===== src/rtl/ingress_parser.sv =====
// ingress_parser: per-port header decode, framing and length checking, and
// one-cycle registered forwarding of good packets into the shared-buffer switch.
module ingress_parser #(
  parameter int data_width     = 64,
  parameter int num_of_ports   = 16,
  parameter int des_port_width = 7,
  parameter int priority_width = 3,
  parameter int max_pkt_bytes  = 1024
) (
  input  logic                      clk,
  input  logic                      rst_n,
  input  logic                      in_sop,
  input  logic                      in_eop,
  input  logic                      in_vld,
  input  logic [data_width-1:0]     in_data,
  input  logic                      almost_full,
  output logic                      out_sop,
  output logic                      out_eop,
  output logic                      out_vld,
  output logic [data_width-1:0]     out_data,
  output logic [des_port_width-1:0] out_des,
  output logic [priority_width-1:0] out_prio,
  output logic                      out_err,
  output logic                      err_frame,
  output logic                      err_len,
  output logic [15:0]               pkt_cnt,
  output logic [15:0]               drop_cnt
);

  localparam int                        LEN_LSB     = des_port_width + priority_width;
  localparam logic [des_port_width-1:0] NUM_PORTS_C = des_port_width'(num_of_ports);
  localparam logic [10:0]               MAX_LEN_C   = 11'(max_pkt_bytes);
  localparam logic [15:0]               CNT_MAX_C   = 16'hFFFF;

  typedef enum logic [1:0] {
    ST_IDLE = 2'd0,
    ST_FWD  = 2'd1,
    ST_DROP = 2'd2
  } state_t;

  state_t                    r_state;
  state_t                    w_state_nxt;
  logic [11:0]               r_rem;
  logic [11:0]               w_rem_nxt;
  logic [11:0]               w_pb;
  logic [des_port_width-1:0] w_des;
  logic [priority_width-1:0] w_prio;
  logic [10:0]               w_len;
  logic                      w_hdr_legal;
  logic                      w_vld;
  logic                      w_sop;
  logic                      w_eop;
  logic                      w_err;
  logic                      w_frame;
  logic                      w_len_err;
  logic                      w_load_hdr;
  logic                      w_pkt_inc;
  logic                      w_drop_inc;
  logic [data_width-1:0]     w_data;

  assign w_des       = in_data[des_port_width-1:0];
  assign w_prio      = in_data[des_port_width +: priority_width];
  assign w_len       = in_data[LEN_LSB +: 11];
  assign w_pb        = ({1'b0, w_len} + 12'd7) >> 3'd3;
  assign w_hdr_legal = (w_des < NUM_PORTS_C) && (w_len != 11'd0) &&
                       (w_len <= MAX_LEN_C) && !almost_full;

  // Next-state, remaining-beat and output-beat decisions for the current input beat.
  always_comb begin
    w_state_nxt = r_state;
    w_rem_nxt   = r_rem;
    w_vld       = 1'b0;
    w_sop       = 1'b0;
    w_eop       = 1'b0;
    w_err       = 1'b0;
    w_frame     = 1'b0;
    w_len_err   = 1'b0;
    w_load_hdr  = 1'b0;
    w_pkt_inc   = 1'b0;
    w_drop_inc  = 1'b0;
    w_data      = '0;
    case (r_state)
      ST_IDLE, ST_DROP: begin
        if (in_vld && in_sop) begin
          // A header seen while discarding is a resync point, flagged as a framing error.
          w_frame = (r_state == ST_DROP);
          if (w_hdr_legal) begin
            w_vld      = 1'b1;
            w_sop      = 1'b1;
            w_data     = in_data;
            w_load_hdr = 1'b1;
            w_pkt_inc  = 1'b1;
            w_rem_nxt  = w_pb;
            if (in_eop) begin
              w_eop       = 1'b1;
              w_err       = 1'b1;
              w_len_err   = 1'b1;
              w_state_nxt = ST_IDLE;
            end else begin
              w_state_nxt = ST_FWD;
            end
          end else begin
            w_drop_inc  = 1'b1;
            w_state_nxt = in_eop ? ST_IDLE : ST_DROP;
          end
        end else if (in_vld) begin
          if (r_state == ST_IDLE) begin
            w_frame = 1'b1;
          end else if (in_eop) begin
            w_state_nxt = ST_IDLE;
          end else begin
            w_state_nxt = ST_DROP;
          end
        end else begin
          w_state_nxt = r_state;
        end
      end
      ST_FWD: begin
        if (in_vld && in_sop) begin
          w_vld       = 1'b1;
          w_eop       = 1'b1;
          w_err       = 1'b1;
          w_frame     = 1'b1;
          w_drop_inc  = 1'b1;
          w_state_nxt = in_eop ? ST_IDLE : ST_DROP;
        end else if (in_vld) begin
          w_vld  = 1'b1;
          w_data = in_data;
          if (r_rem == 12'd1) begin
            w_eop = 1'b1;
            if (in_eop) begin
              w_state_nxt = ST_IDLE;
            end else begin
              w_err       = 1'b1;
              w_len_err   = 1'b1;
              w_state_nxt = ST_DROP;
            end
          end else if (in_eop) begin
            w_eop       = 1'b1;
            w_err       = 1'b1;
            w_len_err   = 1'b1;
            w_state_nxt = ST_IDLE;
          end else begin
            w_rem_nxt = r_rem - 12'd1;
          end
        end else begin
          w_state_nxt = ST_FWD;
        end
      end
      default: begin
        w_state_nxt = ST_IDLE;
        w_rem_nxt   = 12'd0;
      end
    endcase
  end

  // State, registered outputs and saturating counters.
  always_ff @(posedge clk) begin
    if (!rst_n) begin
      r_state   <= ST_IDLE;
      r_rem     <= 12'd0;
      out_sop   <= 1'b0;
      out_eop   <= 1'b0;
      out_vld   <= 1'b0;
      out_err   <= 1'b0;
      out_data  <= '0;
      out_des   <= '0;
      out_prio  <= '0;
      err_frame <= 1'b0;
      err_len   <= 1'b0;
      pkt_cnt   <= 16'd0;
      drop_cnt  <= 16'd0;
    end else begin
      r_state   <= w_state_nxt;
      r_rem     <= w_rem_nxt;
      out_sop   <= w_sop;
      out_eop   <= w_eop;
      out_vld   <= w_vld;
      out_err   <= w_err;
      out_data  <= w_data;
      err_frame <= w_frame;
      err_len   <= w_len_err;
      if (w_load_hdr) begin
        out_des  <= w_des;
        out_prio <= w_prio;
      end
      if (w_pkt_inc && (pkt_cnt != CNT_MAX_C)) begin
        pkt_cnt <= pkt_cnt + 16'd1;
      end
      if (w_drop_inc && (drop_cnt != CNT_MAX_C)) begin
        drop_cnt <= drop_cnt + 16'd1;
      end
    end
  end

endmodule


===== config.mk =====
export PLATFORM = sky130hd
export DESIGN_NAME = ingress_parser
export DESIGN_NICKNAME = d
export VERILOG_FILES = /design/src/rtl/ingress_parser.sv
export SDC_FILE = /design/constraint.sdc
export NUM_CORES = 1
export LEC_CHECK = 0
export CAP_MARGIN = 20
export CORE_ASPECT_RATIO = 0.8
export CORE_MARGIN = 8
export CORE_UTILIZATION = 55
export DETAILED_ROUTE_END_ITERATION = 8
export DONT_BUFFER_PORTS = 1
export HOLD_SLACK_MARGIN = 0.08
export PLACE_DENSITY_LB_ADDON = 0.15
export SKIP_CTS_REPAIR_TIMING = 1
export SYNTH_ARGS = -nofsm -noshare
export SYNTH_HDL_FRONTEND = slang
export SYNTH_SLANG_ARGS = --single-unit
export TNS_END_PERCENT = 50

===== constraint.sdc =====
create_clock -name clk -period 2.3 [get_ports clk]
set_input_delay 0.23 -clock clk [delete_from_list [all_inputs] [get_ports clk]]
set_output_delay 0.23 -clock clk [all_outputs]
set_load 0.02 [all_outputs]

Word level (Yosys, flattened, before mapping):

Index checks and enable logic that the tools add are counted.

* latch bits: 0
* output and inout bits: 112
* memories kept: 0
* word-level logic and storage cells: 96
* RAM bits: 0
* bits in registers: 126
* memory bits (read-only): 0
* input port bits: 70

* equality and inequality tests: 14
* divide/modulo/power cells: 0
* reductions and logical operators: 12
* bitwise gates (word level): 0
* $add $sub $neg: 4
* order comparisons: 2
* multipliers: 0
* mux-type cells: 51
* shift-type cells: 0

Operators with widths (count)
* 64-bit two-way mux: 4
* 64-bit one-hot mux with 2 select lines: 1
* 12-bit two-way mux: 6
* 16-bit by 1-bit adder with 16-bit output (second input constant): 2
* 16-bit != test (second input constant): 2
* 12-bit one-hot mux with 2 select lines: 1
* 1-bit two-way mux: 23
* 2-bit two-way mux: 9
* 11-bit by 3-bit adder with 12-bit output (second input constant): 1
* 12-bit by 1-bit == test with 1-bit output (second input constant): 1
* 2-bit != test (second input constant): 6
* 1-bit one-hot mux with 2 select lines: 6
* 12-bit by 1-bit subtractor with 12-bit output (second input constant): 1
* 11-bit <= comparator (second input constant): 1
* 11-bit nonzero test: 1
* 7-bit by 5-bit < comparator with 1-bit output (second input constant): 1
* 1-bit logical AND: 6
* 3-bit != test (second input constant): 2
* 6-bit AND reduction: 1
* 5-bit != test (second input constant): 1
* 2-bit one-hot mux with 2 select lines: 1
* 3-bit AND reduction: 1
* 2-bit by 1-bit == test with 1-bit output (second input constant): 1
* 2-bit == test (second input constant): 1
* 3 further kinds: 3

Depth between registers and ports, before layout:

* depth after elaboration: 8
* mapped depth: 8
* mapped depth without buffers: 8

Worst setup path before layout:

Ideal clock, no wire load.

* path type: reg2reg
* start: register drop_cnt[0]
* end: register drop_cnt[0]
* stages on the path, launching flop included: 9
* path slack: 246 ps
* library setup time: 70 ps
* buffers on the path: 2
* clock period less this slack: 2054 ps
* data arrival time: 1983 ps
* data required time: 2230 ps
* path through: dfxtp_1 -> ha_1 -> nand2_1 -> or4_1 -> nor2_1 -> buf_2 -> buf_2 -> o21ai_0 -> a21oi_1

* word-level cells in the longest chain between the ends: 2
* elaborated cells on any way between the ends: 3
* those cells by class: add/sub (1); eq/ne (1); reduce/logical (1)

RTL lines
* start: declaration: RTL line 27 `output logic [15:0] drop_cnt`
* start signal: assignment: RTL line 191 `drop_cnt <= drop_cnt + 16'd1;`
* branches (longest 2 deep; another with 16-bit by 1-bit adder with 16-bit output)

Several ways; the timed one is not identified.
A chain may end at the register's enable or synchronous reset.

Worst setup path in the final report:

* start: register r_rem[1]
* end: register r_state[0]

* word-level cells in the longest chain between the ends: 5
* elaborated cells on any way between the ends: 7
* those cells by class: eq/ne (2); mux (4); reduce/logical (1)

RTL lines
* start: declaration: RTL line 43 `logic [11:0] r_rem;`
* start signal: assignment: RTL line 175 `r_rem <= w_rem_nxt;`
* 12-bit by 1-bit == test with 1-bit output (*): RTL line 129 `if (r_rem == 12'd1) begin`
* 2-bit two-way mux: RTL line 129
* 2-bit two-way mux: RTL line 126 `end else if (in_vld) begin`
* 2-bit two-way mux: RTL line 119 `if (in_vld && in_sop) begin`
* 2-bit one-hot mux with 2 select lines: RTL line 82 `case (r_state)`
* end signal: assignment: RTL line 174 `r_state <= w_state_nxt;`
* end: declaration: RTL line 41 `state_t r_state;`

Mark *: on every way between the ends. The rest lies on a longest branch, timed or not.

==> run summary <==
status: finished, final reports clean
FF+latch count, synth: 126
hpwl dp: 10.0 mm
grt total ovfl: 0
WHS Path Cells: 2
Slowest-stage cell, CP: dlygate4sd3_1
crit-path cells: inv_1 -> ha_1 -> nor4b_1 -> nand3_1 -> buf_4 -> nand2_1 -> a21oi_1 -> o21a_1 -> dlygate4sd3_1
Final Skew: 0.00874 ns
fin cells: 772
M3 GR Usage: 0.0812
mapped cell area: 5160 sq um
Worst Hold Class: input port to flop
commonest non-fill, non-tap cell in the layout: dfxtp_1
overall via count from detail_route: 4,576
final core occ: 0.743
post-synthesis cell count: 555
Setup TNS Final: 0 ns
overall power: 5.01 mW
RePlAce Congestion: 0.910
EDFF count, synth: 0
Max FO, Critical Path: 5
PwrDens: 742 nW/um^2
Residual DRC: 0
adder-cell share of the synthesized area: 0.0146
Final #Nets: 720
Worst-Skew Late Latency: 0.41 ns
Worst R2R Setup Slack: 0.11 ns
post-synth cell types: 58
CP Class: flop to flop
Post-Synth XOR/XNOR Area: 0.0204
register area share after synthesis: 0.489
CP Launch Type: flop
CP endpoint kind: flop
CTS max path bufs: 2
post-synthesis mux area share: 0.0158
htree depth: 4
Final Setup Violations: 0
num ports: 182
Fmax: 457 MHz
Initial Util: 0.568
main combinational cell family by area after synthesis: simple AND/OR/NAND/NOR gates
placed insts: 672
root buffer cell: clkbuf_16
GR met2 Demand/Resource: 0.328
GR peak layer: met2
Avg Vias per Cell: 5.93
CTS buffer count: 17
Avg WL per Cell: 20.1 um
Routed Antenna Nets: 0
Yosys warnings: 0
fin. max-slew vios: 0
post-layout minimum cycle time: 2.19 ns
Slew headroom: 0.351
DR pass1 iterations: 6
die area: 12,700 sq um
Max VDD drop: 0.592 mV
die width: 124 um
max cap viols: 0
Data required, critical path: 2.59 ns
core box area: 9080 sq um
initial antenna violation count: 0
Synth Area in Compound Gates: 0.147
pin count of the biggest net entering global routing: 45
port bufs: 0
WL final: 15.5 mm
clock-pin slew on the worst setup and hold paths: 0.05 ns
Layout area overhead: 30.9%
vias in the first global route: 3,926
first-pass GRT wire length: 21.1 mm
Core Rows: 31
Iter 0 DRT Violations: 344
Synth async-reset ratio: 0
arrival time worst endpoint: 2.48 ns
most frequent cells in the layout: 126 x dfxtp_1, 68 x dlygate4sd3_1, 66 x and2_1
syn_area_per_cell: 9.29 sq um
max incr delay on CP: 0.55 ns
cell leakage power: 2.53 nW
area share of and/or/nand/nor cells after synthesis: 0.272
RSZ-0062 raised after global routing: false
Filler Cells Inserted: 615
Primary FF master, synth: dfxtp_1
gr usage total: 0.205
GRT met1 Usage: 0.249
Worst Reg-to-Reg Cells: 9
Num Clock Sinks: 126
CTS tree: built
crit share post-route: 0.952
post-synth net total: 631
layout cells sized above 1: 0.119
Chip Height: 103 um
Slew @ Worst Pin: 0.971 ns
final-report hold violation count: 0
-- metal layers --
| layer | part of all wire | routed length, um |
|---|---|---|
| met4 | 0.0074 | 115 |
| met2 | 0.49 | 7520 |
| met1 | 0.41 | 6410 |
| met3 | 0.094 | 1460 |
| met5 | 0 | 0 |
-- worst max-delay path: cells and delay by family (launching register included) --
family	cells	cell delay, ns
fa+ha+maj	1	0.16
compound gates	2	0.26
buf+inv	3	0.83
simple gates	3	0.51
flops	1	0.32
-- cells in the mapped netlist (all sizes together), types with 2 or more instances --
cell type,instances,share of area
a211oi,2,0.0029
a21oi,45,0.044
a31oi,2,0.0024
a32o,5,0.0097
and2,66,0.080
and3,11,0.013
and4,3,0.0051
buf,13,0.014
clkbuf,24,0.017
dfxtp,126,0.49
ha,6,0.015
inv,13,0.0095
mux2i,7,0.014
nand2,44,0.032
nand2b,6,0.0073
nand3,22,0.021
nand4,10,0.012
nor2,14,0.010
nor3,10,0.011
nor4,8,0.017
nor4b,3,0.0051
o211ai,5,0.0083
o21a,2,0.0029
o21ai,14,0.014
o22ai,4,0.0049
o31ai,21,0.031
o41ai,5,0.0085
or2,3,0.0036
or3,4,0.0049
or4,24,0.035
or4b,3,0.0058
xnor2,3,0.0051
xor2,9,0.015
-- power by group --
part / internal [mW] / switching, mW / total, mW / leakage [nW]
registers: 2.19 / 0.0114 / 2.20 / 1.02
logic: 0.122 / 0.0980 / 0.220 / 1.25
clock network: 1.64 / 0.944 / 2.58 / 0.263
total: 3.95 / 1.05 / 5.01 / 2.53
-- cell type report --
class | instances | area (sq um) | share of cell area
multi-input combinational | 379 | 2430 | 0.360
clock buffer | 21 | 460 | 0.0682
antenna | 1 | 2.50 | 0.000371
tap | 115 | 144 | 0.0213
inverter | 13 | 48.8 | 0.00723
clock inverter | 10 | 115 | 0.0171
timing repair buffer | 107 | 1020 | 0.152
sequential | 126 | 2520 | 0.374
-- sequential cells by signal, indices dropped and copies added (netlist names) --
signal and flops:
out_des 7, err_frame 1, out_vld 1, err_len 1, r_rem 12, out_prio 3
r_state 2, pkt_cnt 16, out_eop 1, out_sop 1, drop_cnt 16, out_err 1
out_data 64
-- metrics by stage --
stage	hold WS (ns)	cell area [sq um]	setup slack [ns]
final	0.0693	6750	0.109
after floorplan	0.352	5160	0.246
after global routing	0.112	6750	0.00482
after CTS	-0.0738	6060	0.186
after global placement	0.352	5490	0.257
after detailed placement	0.354	5490	0.215
-- cell families after synthesis --
family,Yosys count
buffers and inverters,50
XOR/XNOR,12
multiplexers,8
flip-flops,126
AO/OA/AOI/OAI,116
AND/OR/NAND/NOR,237
adder cells (fa/ha/maj),6
-- worst paths after layout --
path	from	endpoint
worst max register to register	r_rem[1]$_SDFFE_PN0P_	r_state[0]$_SDFFE_PN0P_
worst max-delay path	r_rem[1]$_SDFFE_PN0P_	r_state[0]$_SDFFE_PN0P_
worst min-delay path	in_sop	out_err$_SDFF_PN0_
worst min register to register	r_rem[11]$_SDFFE_PN0P_	r_rem[11]$_SDFFE_PN0P_
No activity file was read; power rests on OpenSTA's default activity.
